## src/rtl/xaui_pkg.sv

```systemverilog
// Shared XGMII / XAUI code points, PRBS7 taps and small mapping helpers for the
// XAUI transmit path.
package xaui_pkg;

  // XGMII control characters
  localparam logic [7:0] XGMII_IDLE  = 8'h07;
  localparam logic [7:0] XGMII_START = 8'hFB;
  localparam logic [7:0] XGMII_TERM  = 8'hFD;
  localparam logic [7:0] XGMII_ERR   = 8'hFE;
  localparam logic [7:0] XGMII_SEQ   = 8'h9C;

  // 8b/10b K-characters used in idle columns
  localparam logic [7:0] K_K = 8'hBC;
  localparam logic [7:0] K_R = 8'h1C;
  localparam logic [7:0] K_A = 8'h7C;

  // x^7 + x^6 + 1: feedback is the XOR of state bits 6 and 5
  localparam logic [6:0] PRBS7 = 7'h60;

  typedef enum logic [1:0] {
    IdleK,
    IdleR,
    IdleA
  } idle_col_e;

  typedef struct packed {
    logic [7:0] code;
    logic       bad;
  } ctrl_map_t;

  function automatic logic [6:0] prbs7_step(input logic [6:0] state);
    return {state[5:0], ^(state & PRBS7)};
  endfunction

  function automatic logic is_idle_col(input logic [31:0] txd, input logic [3:0] txc);
    return (txc == 4'hF) && (txd == {4{XGMII_IDLE}});
  endfunction

  function automatic logic [7:0] idle_code(input idle_col_e kind);
    logic [7:0] code;
    case (kind)
      IdleA:   code = K_A;
      IdleR:   code = K_R;
      default: code = K_K;
    endcase
    return code;
  endfunction

  // Control byte inside a non-idle column; unknown codes become /E/
  function automatic ctrl_map_t map_ctrl(input logic [7:0] xgmii);
    ctrl_map_t m;
    m.bad = 1'b0;
    case (xgmii)
      XGMII_START, XGMII_TERM, XGMII_ERR, XGMII_SEQ: m.code = xgmii;
      XGMII_IDLE: m.code = K_K;
      default: begin
        m.code = XGMII_ERR;
        m.bad  = 1'b1;
      end
    endcase
    return m;
  endfunction

endpackage

```

## src/rtl/xaui_tx_lfsr.sv

```systemverilog
// PRBS7 generator advancing two steps per clock, one per XGMII column; exposes
// the state seen by column0 and the state seen by column1.
module xaui_tx_lfsr
  import xaui_pkg::*;
#(
  parameter logic [6:0] Seed = 7'h7F
) (
  input  logic       clk_i,
  input  logic       rst_i,
  output logic [6:0] state_o,
  output logic [6:0] state_step_o
);

  logic [6:0] state_q;
  logic [6:0] state_d;

  assign state_o      = state_q;
  assign state_step_o = prbs7_step(state_q);
  assign state_d      = prbs7_step(state_step_o);

  always_ff @(posedge clk_i) begin
    if (rst_i) begin
      state_q <= Seed;
    end else begin
      state_q <= state_d;
    end
  end

endmodule

```

## src/rtl/xaui_tx_idle_gen.sv

```systemverilog
// XGMII-to-XAUI transmit mapper: K-character translation of control bytes and
// ||A||/||K||/||R|| idle sequence generation, two columns per clock.
module xaui_tx_idle_gen
  import xaui_pkg::*;
#(
  parameter logic [6:0]  LFSR_SEED = 7'h7F,
  parameter int unsigned A_MIN     = 16
) (
  input  logic        xaui_clk,
  input  logic        mgt_tx_rst,
  input  logic        tx_enable,
  input  logic [63:0] xgmii_txd,
  input  logic [7:0]  xgmii_txc,
  output logic [63:0] mgt_txdata,
  output logic [7:0]  mgt_txcharisk,
  output logic        tx_ctrl_err
);

  // Wide enough for A_MIN + 15
  localparam int unsigned ACntW = $clog2(A_MIN + 16);
  localparam logic [ACntW-1:0] ACntInit = ACntW'(A_MIN) + ACntW'(LFSR_SEED[3:0]);

  typedef struct packed {
    logic [31:0]      data;
    logic [3:0]       k;
    logic             err;
    logic [ACntW-1:0] a_cnt;
  } col_res_t;

  // Stage 1: input capture and idle classification
  logic [63:0] txd_q;
  logic [7:0]  txc_q;
  logic [1:0]  idle_d, idle_q;

  always_comb begin
    idle_d[0] = !tx_enable || is_idle_col(xgmii_txd[31:0], xgmii_txc[3:0]);
    idle_d[1] = !tx_enable || is_idle_col(xgmii_txd[63:32], xgmii_txc[7:4]);
  end

  always_ff @(posedge xaui_clk) begin
    if (mgt_tx_rst) begin
      txd_q  <= {8{XGMII_IDLE}};
      txc_q  <= 8'hFF;
      idle_q <= 2'b11;
    end else begin
      txd_q  <= xgmii_txd;
      txc_q  <= xgmii_txc;
      idle_q <= idle_d;
    end
  end

  // Stage 2: substitution with column-serial idle state
  logic [6:0]       lfsr_cur, lfsr_nxt;
  logic [ACntW-1:0] a_cnt_q, a_cnt_d;
  logic             prev_idle_q, prev_idle_d;
  logic [63:0]      txdata_q, txdata_d;
  logic [7:0]       charisk_q, charisk_d;
  logic             ctrl_err_q, ctrl_err_d;
  col_res_t         col0_res, col1_res;

  xaui_tx_lfsr #(
    .Seed(LFSR_SEED)
  ) u_lfsr (
    .clk_i       (xaui_clk),
    .rst_i       (mgt_tx_rst),
    .state_o     (lfsr_cur),
    .state_step_o(lfsr_nxt)
  );

  logic unused_lfsr_hi;
  assign unused_lfsr_hi = ^{lfsr_cur[6:4], lfsr_nxt[6:4]};

  function automatic col_res_t process_col(
    input logic             idle,
    input logic [31:0]      txd,
    input logic [3:0]       txc,
    input logic [ACntW-1:0] a_cnt,
    input logic             prev_idle,
    input logic [3:0]       lfsr_lo
  );
    col_res_t  r;
    ctrl_map_t m;
    idle_col_e kind;
    r.data  = '0;
    r.k     = '0;
    r.err   = 1'b0;
    r.a_cnt = a_cnt;
    if (idle) begin
      if (a_cnt == '0) begin
        kind    = IdleA;
        r.a_cnt = ACntW'(A_MIN) + ACntW'(lfsr_lo);
      end else begin
        // First idle after a non-idle column is always ||K||
        kind    = (prev_idle && !lfsr_lo[0]) ? IdleR : IdleK;
        r.a_cnt = a_cnt - 1'b1;
      end
      r.data = {4{idle_code(kind)}};
      r.k    = 4'hF;
    end else begin
      for (int l = 0; l < 4; l++) begin
        if (txc[l]) begin
          m                = map_ctrl(txd[l*8+:8]);
          r.data[l*8+:8]   = m.code;
          r.k[l]           = 1'b1;
          r.err            = r.err | m.bad;
        end else begin
          r.data[l*8+:8] = txd[l*8+:8];
        end
      end
      // ||A|| is deferred: the count parks at zero until an idle column
      if (a_cnt != '0) begin
        r.a_cnt = a_cnt - 1'b1;
      end
    end
    return r;
  endfunction

  always_comb begin
    col0_res = process_col(idle_q[0], txd_q[31:0], txc_q[3:0], a_cnt_q, prev_idle_q,
                           lfsr_cur[3:0]);
    col1_res = process_col(idle_q[1], txd_q[63:32], txc_q[7:4], col0_res.a_cnt, idle_q[0],
                           lfsr_nxt[3:0]);
    txdata_d  = '0;
    charisk_d = '0;
    for (int l = 0; l < 4; l++) begin
      txdata_d[l*16+:8]   = col0_res.data[l*8+:8];
      txdata_d[l*16+8+:8] = col1_res.data[l*8+:8];
      charisk_d[l*2]      = col0_res.k[l];
      charisk_d[l*2+1]    = col1_res.k[l];
    end
    ctrl_err_d  = col0_res.err | col1_res.err;
    a_cnt_d     = col1_res.a_cnt;
    prev_idle_d = idle_q[1];
  end

  always_ff @(posedge xaui_clk) begin
    if (mgt_tx_rst) begin
      txdata_q    <= {8{K_K}};
      charisk_q   <= 8'hFF;
      ctrl_err_q  <= 1'b0;
      a_cnt_q     <= ACntInit;
      prev_idle_q <= 1'b0;
    end else begin
      txdata_q    <= txdata_d;
      charisk_q   <= charisk_d;
      ctrl_err_q  <= ctrl_err_d;
      a_cnt_q     <= a_cnt_d;
      prev_idle_q <= prev_idle_d;
    end
  end

  assign mgt_txdata    = txdata_q;
  assign mgt_txcharisk = charisk_q;
  assign tx_ctrl_err   = ctrl_err_q;

endmodule

```

## config.mk

```make
export PLATFORM = sky130hd
export DESIGN_NAME = xaui_tx_idle_gen
export DESIGN_NICKNAME = d
export VERILOG_FILES = /design/src/rtl/xaui_pkg.sv /design/src/rtl/xaui_tx_lfsr.sv /design/src/rtl/xaui_tx_idle_gen.sv
export SDC_FILE = /design/constraint.sdc
export NUM_CORES = 1
export LEC_CHECK = 0
export ABC_AREA = 0
export CORE_UTILIZATION = 52
export CTS_BUF_LIST = sky130_fd_sc_hd__clkbuf_16
export CTS_CLUSTER_DIAMETER = 40
export DETAILED_ROUTE_END_ITERATION = 16
export PLACE_DENSITY = 0.9
export REMOVE_ABC_BUFFERS = 1
export SLEW_MARGIN = 20
export SYNTH_ARGS = -nofsm -noshare
export SYNTH_HDL_FRONTEND = slang
export SYNTH_HIERARCHICAL = 1
export SYNTH_SLANG_ARGS = --single-unit
export TNS_END_PERCENT = 10
```

## constraint.sdc

```tcl
create_clock -name xaui_clk -period 4.7 [get_ports xaui_clk]
set_input_delay 0.94 -clock xaui_clk [delete_from_list [all_inputs] [get_ports xaui_clk]]
set_output_delay 0.94 -clock xaui_clk [all_outputs]
set_load 0.02 [all_outputs]
```

### Word-level counts from Yosys, hierarchy flattened

Cells that the tools add are included.

* add/subtract/negate cells: 4
* eq/ne operators: 48
* mux-type cells: 74
* bitwise logic cells: 7
* reductions and logical operators: 33

Operators by type and width (number)
* $eq A8 B8 Y1 const B: 32
* $pmux W8 S2: 10
* $mux W36: 2
* $eq A32 B27 Y1 const B: 2
* $eq A8 B3 Y1 const B: 8
* $mux W8: 8
* $mux W1: 40
* $reduce_or A5 Y1: 8
* $reduce_or A4 Y1: 8
* $mux W5: 6
* $mux W2: 8
* $reduce_xor A7 Y1: 2
* $add A5 B4 Y5 const A: 2
* $logic_not A5 Y1: 2
* $reduce_bool A5 Y1: 2
* $sub A5 B1 Y5 const B: 2
* $eq A4 B4 Y1 const B: 2
* $or A1 B1 Y1: 7
* $eq A2 B1 Y1 const B: 2
* $eq A2 B2 Y1 const B: 2
* $logic_and A1 B1 Y1: 4
* $reduce_or A2 Y1: 2
* $logic_not A1 Y1: 3
* $logic_or A1 B1 Y1: 2

* bits in registers: 160
* input port bits: 75
* logic and storage cells: 176

### Depth between registers and ports, before layout

* depth in word-level cells: 15
* gate-level depth with buffers: 9
* depth with buffers taken out: 9

### Modules after synthesis

Netlist, hierarchy kept.

By module, submodules not included
* xaui_tx_idle_gen: instances 1, cells each 561, area an instance 5567.8 um2, seq. area each 3062.9 um2
* xaui_tx_lfsr: instances 1, cells each 28, area an instance 291.5 um2, seq. area each 140.1 um2

### Worst setup path after synthesis

OpenSTA, ideal clock, no wires.

* path kind: register to register
* start point: register a_cnt_q[0]
* end point: register a_cnt_q[4]
* arrival time: 2.303 ns
* data required time: 4.584 ns
* setup slack: 2.281 ns
* cell stages (with the launch flop): 8
* buffers on the path: 0
* clock period less this slack: 2.419 ns
* cells stage by stage: dfxtp_1 inv_1 ha_1 nor4b_4 mux2i_1 ha_1 or4b_2 a31o_2

* cells in the longest elaborated chain, start to end: 6
* elaborated cells on any way between the ends: 12
* those cells by class: add/sub (2); mux (6); reduce/logical (4)

Ends and longest elaborated chain
* start, declared: line xaui_tx_idle_gen.sv:54 `logic [ACntW-1:0] a_cnt_q, a_cnt_d;`
* start signal, assigned: line xaui_tx_idle_gen.sv:141 `a_cnt_q <= ACntInit;`
* start signal, assigned: line xaui_tx_idle_gen.sv:147 `a_cnt_q <= a_cnt_d;`
* $sub A5 B1 Y5 (tied with other cells): line xaui_tx_idle_gen.sv:95, xaui_tx_idle_gen.sv:112
* $mux W5, on equally long branches: line xaui_tx_idle_gen.sv:111, xaui_tx_idle_gen.sv:89
* $mux W5 *: line xaui_tx_idle_gen.sv:88 `if (idle) begin`
* $sub A5 B1 Y5 (tied with other cells): line xaui_tx_idle_gen.sv:95, xaui_tx_idle_gen.sv:112
* $mux W5, on equally long branches: line xaui_tx_idle_gen.sv:111, xaui_tx_idle_gen.sv:89
* $mux W5 *: line xaui_tx_idle_gen.sv:88

Mark *: on every way between the ends. The rest lies on a longest branch, timed or not.
A chain may end at the register's enable or synchronous reset.

### Worst setup path after layout

* start point: register idle_q[0]
* end point: register txdata_q[47] (netlist: mgt_txdata[47])

* cells in the longest elaborated chain, start to end: 7
* elaborated cells on any way between the ends: 10
* those cells by class: eq/ne (2); mux (6); reduce/logical (2)

Ends and longest elaborated chain
* start, declared: line xaui_tx_idle_gen.sv:33 `logic [1:0] idle_d, idle_q;`
* start signal, assigned: line xaui_tx_idle_gen.sv:48 `idle_q <= idle_d;`
* $mux W5 or $logic_and A1 B1 Y1 (tied branches): line xaui_tx_idle_gen.sv:88, xaui_tx_idle_gen.sv:94
* $logic_not A5 Y1 or $mux W1 (tied branches): line xaui_tx_idle_gen.sv:89, xaui_tx_idle_gen.sv:94
* $mux W2 *: line xaui_tx_idle_gen.sv:89 `if (a_cnt == '0) begin`
* $mux W2 *: line xaui_tx_idle_gen.sv:88
* $eq A2 B1 Y1 or $eq A2 B2 Y1 (tied branches): line xaui_pkg.sv:41 `case (kind)`
* $pmux W8 S2 *: line xaui_pkg.sv:41
* $mux W36 *: line xaui_tx_idle_gen.sv:88
* end signal, assigned: line xaui_tx_idle_gen.sv:138 `txdata_q <= {8{K_K}};`
* end signal, assigned: line xaui_tx_idle_gen.sv:144 `txdata_q <= txdata_d;`
* end, declared: line xaui_tx_idle_gen.sv:56 `logic [63:0] txdata_q, txdata_d;`

Mark *: on every way between the ends. The rest lies on a longest branch, timed or not. The select of a mux whose other input is x is not followed.

==> results.json <==
{
  "status": "completed",
  "hold_class": "reg2reg",
  "antenna_found_initial": 0,
  "period_minus_slack_ps": 2900,
  "clock_latency_ps": 430,
  "post_cts_buffers": 0,
  "num_antenna_cells": 0,
  "setup_viol": 0,
  "clock_power_share": 0.413,
  "io-pin-count": 148,
  "drive_gt1_frac": 0.128,
  "switching_share": 0.249,
  "yosysWarningCount": 6,
  "p_switching_mw": 0.747,
  "r2r-start": "idle_q[0]",
  "synth_area_per_cell_um2": 9.96,
  "multi_input_area_um2": 2470,
  "dieArea_um2": 11600,
  "hold_viol": 0,
  "holdBufCountCts": 0,
  "maxSlewHeadroom": 0.514,
  "cts_tree": "done",
  "post-route-drc-count": 0,
  "cap_violations": 0,
  "area_delta_synth_final_pct": 35.4,
  "finalWirelength_mm": 15.4,
  "finalPower_mw": 3.00,
  "p_per_area_nw_per_um2": 380,
  "worst_hold_slack_ps": 468,
  "crit_start": "idle_q[0]",
  "power.internal_mw": 2.25,
  "netlist_area_um2": 5830,
  "drtAntennaViolNets": 0,
  "n_fill_cell": 747,
  "timing.final.crit_share": 0.617,
  "combinationalPowerShare": 0.096,
  "layout.cells.non_filler": 880,
  "cp_cell_sequence": "mux2_2 -> mux2i_1 -> ha_1 -> nand2_1 -> nor3_4 -> o21ai_0 -> o31a_2",
  "finalWorstSetupSlack_ps": 1800,
  "gp_congestion": 0.893,
  "seq_area_um2": 3200,
  "clock_skew_ps": 9.28,
  "dp_hpwl_mm": 11.2,
  "arrival_ps": 3220,
  "chipHeight_um": 108,
  "postPlaceCellArea_um2": 7360,
  "port_buffers": 147,
  "grt_pass1_vias": 5004,
  "cts_sinks": 160,
  "crit_slowest_cell": "dfxtp_1",
  "rows": 38,
  "h-tree-depth": 4,
  "crit_path_start_kind": "flop",
  "die_w_um": 108,
  "gr-usage-all-layers": 0.276,
  "gr-total-overflow": 0,
  "placedCellCount": 848,
  "design.core.area_um2": 10900,
  "fin_tns_setup_ps": 0,
  "report.final.slew_viol_count": 0,
  "cp_top_family": "multiplexers",
  "holdCritStartpoint": "u_lfsr/state_o[4]",
  "vias": 4993,
  "clk_pin_slew_ps": 70,
  "initial_utilization": 0.535,
  "cts_buffer_depth": 2,
  "finish.utilization": 0.725,
  "viasPerCell": 5.67,
  "crit_buf_inv": 0,
  "worst_setup_path_end_kind": "flop",
  "cts_buffers": 17,
  "crit_fanout": 20,
  "worst_slew_pin_slew_ps": 729,
  "final_nets": 805,
  "firstDrtPassIters": 5,
  "peakVddDrop_uv": 287,
  "routedWlPerCell_um": 17.5,
  "rsz0062_at_grt": "no",
  "worst_path_largest_cell_delay_ps": 720,
  "seq_power_share": 0.492,
  "grt_max_degree": 43,
  "drt_iter0_markers": 363,
  "final_area_um2": 7890,
  "path_class": "reg2reg",
  "worstPathRequired_ps": 5010,
  "clockRootBuffer": "clkbuf_16",
  "leakage_nw": 2.99,
  "max_freq_ghz": 0.345,
  "grt_pass1_wl_mm": 24.0,
  "preCtsSetupSlack_ps": 1900,
  "cts_resized": 0,
  "synthCells": 585
}
-- placed cells by master, fill, tap and decap left out, drive strengths merged, types with 4 or more instances in the layout --
cell	count
or3	32
clkdlybuf4s50	146
nor4	7
clkbuf	17
nor3b	11
nor4b	9
o21bai	4
clkinv	7
or4b	6
nand2b	13
xnor2	5
inv	13
mux2i	5
nand2	36
a211oi	6
or2	43
and3	5
nand3	14
nor4bb	4
a31oi	7
nor3	10
a21oi	25
nor2b	45
dfxtp	160
o21ai	28
nand4	12
nor2	28
-- layout make-up --
type                            instances  share of cell area
Sequential cell                       160               0.406
Clock inverter                         15              0.0140
Tap cell                              140              0.0222
Timing Repair Buffer                  149               0.188
Inverter                                7             0.00333
Clock buffer                           17              0.0539
Multi-Input combinational cell        392               0.313
-- state kept, by name, summed over array words and instances (netlist names) --
name	flops
mgt_txdata	64
tx_ctrl_err	1
idle_q	2
txd_q	64
a_cnt_q	5
txc_q	8
prev_idle_q	1
u_lfsr/state_o	7
mgt_txcharisk	8
-- worst register-to-register path, delay by kind of cell, from the launching register on --
kind	cells	cell delay, ps
compound gates	2	510
simple gates	2	480
flops	1	720
fa+ha+maj	1	280
mux	2	790
-- metal layers --
layer | up-vias | track usage | part of all wire
met3 | 26 | 0.0938 | 0.096
li1 | 2338 | - | -
met2 | 283 | 0.509 | 0.51
met4 | 0 | 0.0890 | 0.013
met5 | - | 0 | 0
met1 | 2346 | 0.293 | 0.38
-- worst paths after layout --
| kind | endpoint | slack, ps | cells after the start |
|---|---|---|---|
| max reg2reg | mgt_txdata[47] | 1800 | 7 |
| min | u_lfsr/state_o[6] | 470 | 1 |
| max | mgt_txdata[47] | 1800 | 7 |
| min reg2reg | u_lfsr/state_o[6] | 470 | 1 |
-- power groups by stage --
| stage | clock network [mW] | registers, mW | logic, mW |
|---|---|---|---|
| floorplan | 0 | 1.51 | 0.106 |
| global placement | 0 | 1.50 | 0.273 |
| detailed placement | 0 | 1.50 | 0.283 |
| CTS | 1.25 | 1.47 | 0.286 |
| global route | 1.31 | 1.48 | 0.308 |
| finish | 1.24 | 1.47 | 0.287 |
Power figures use the tool's default switching activity.
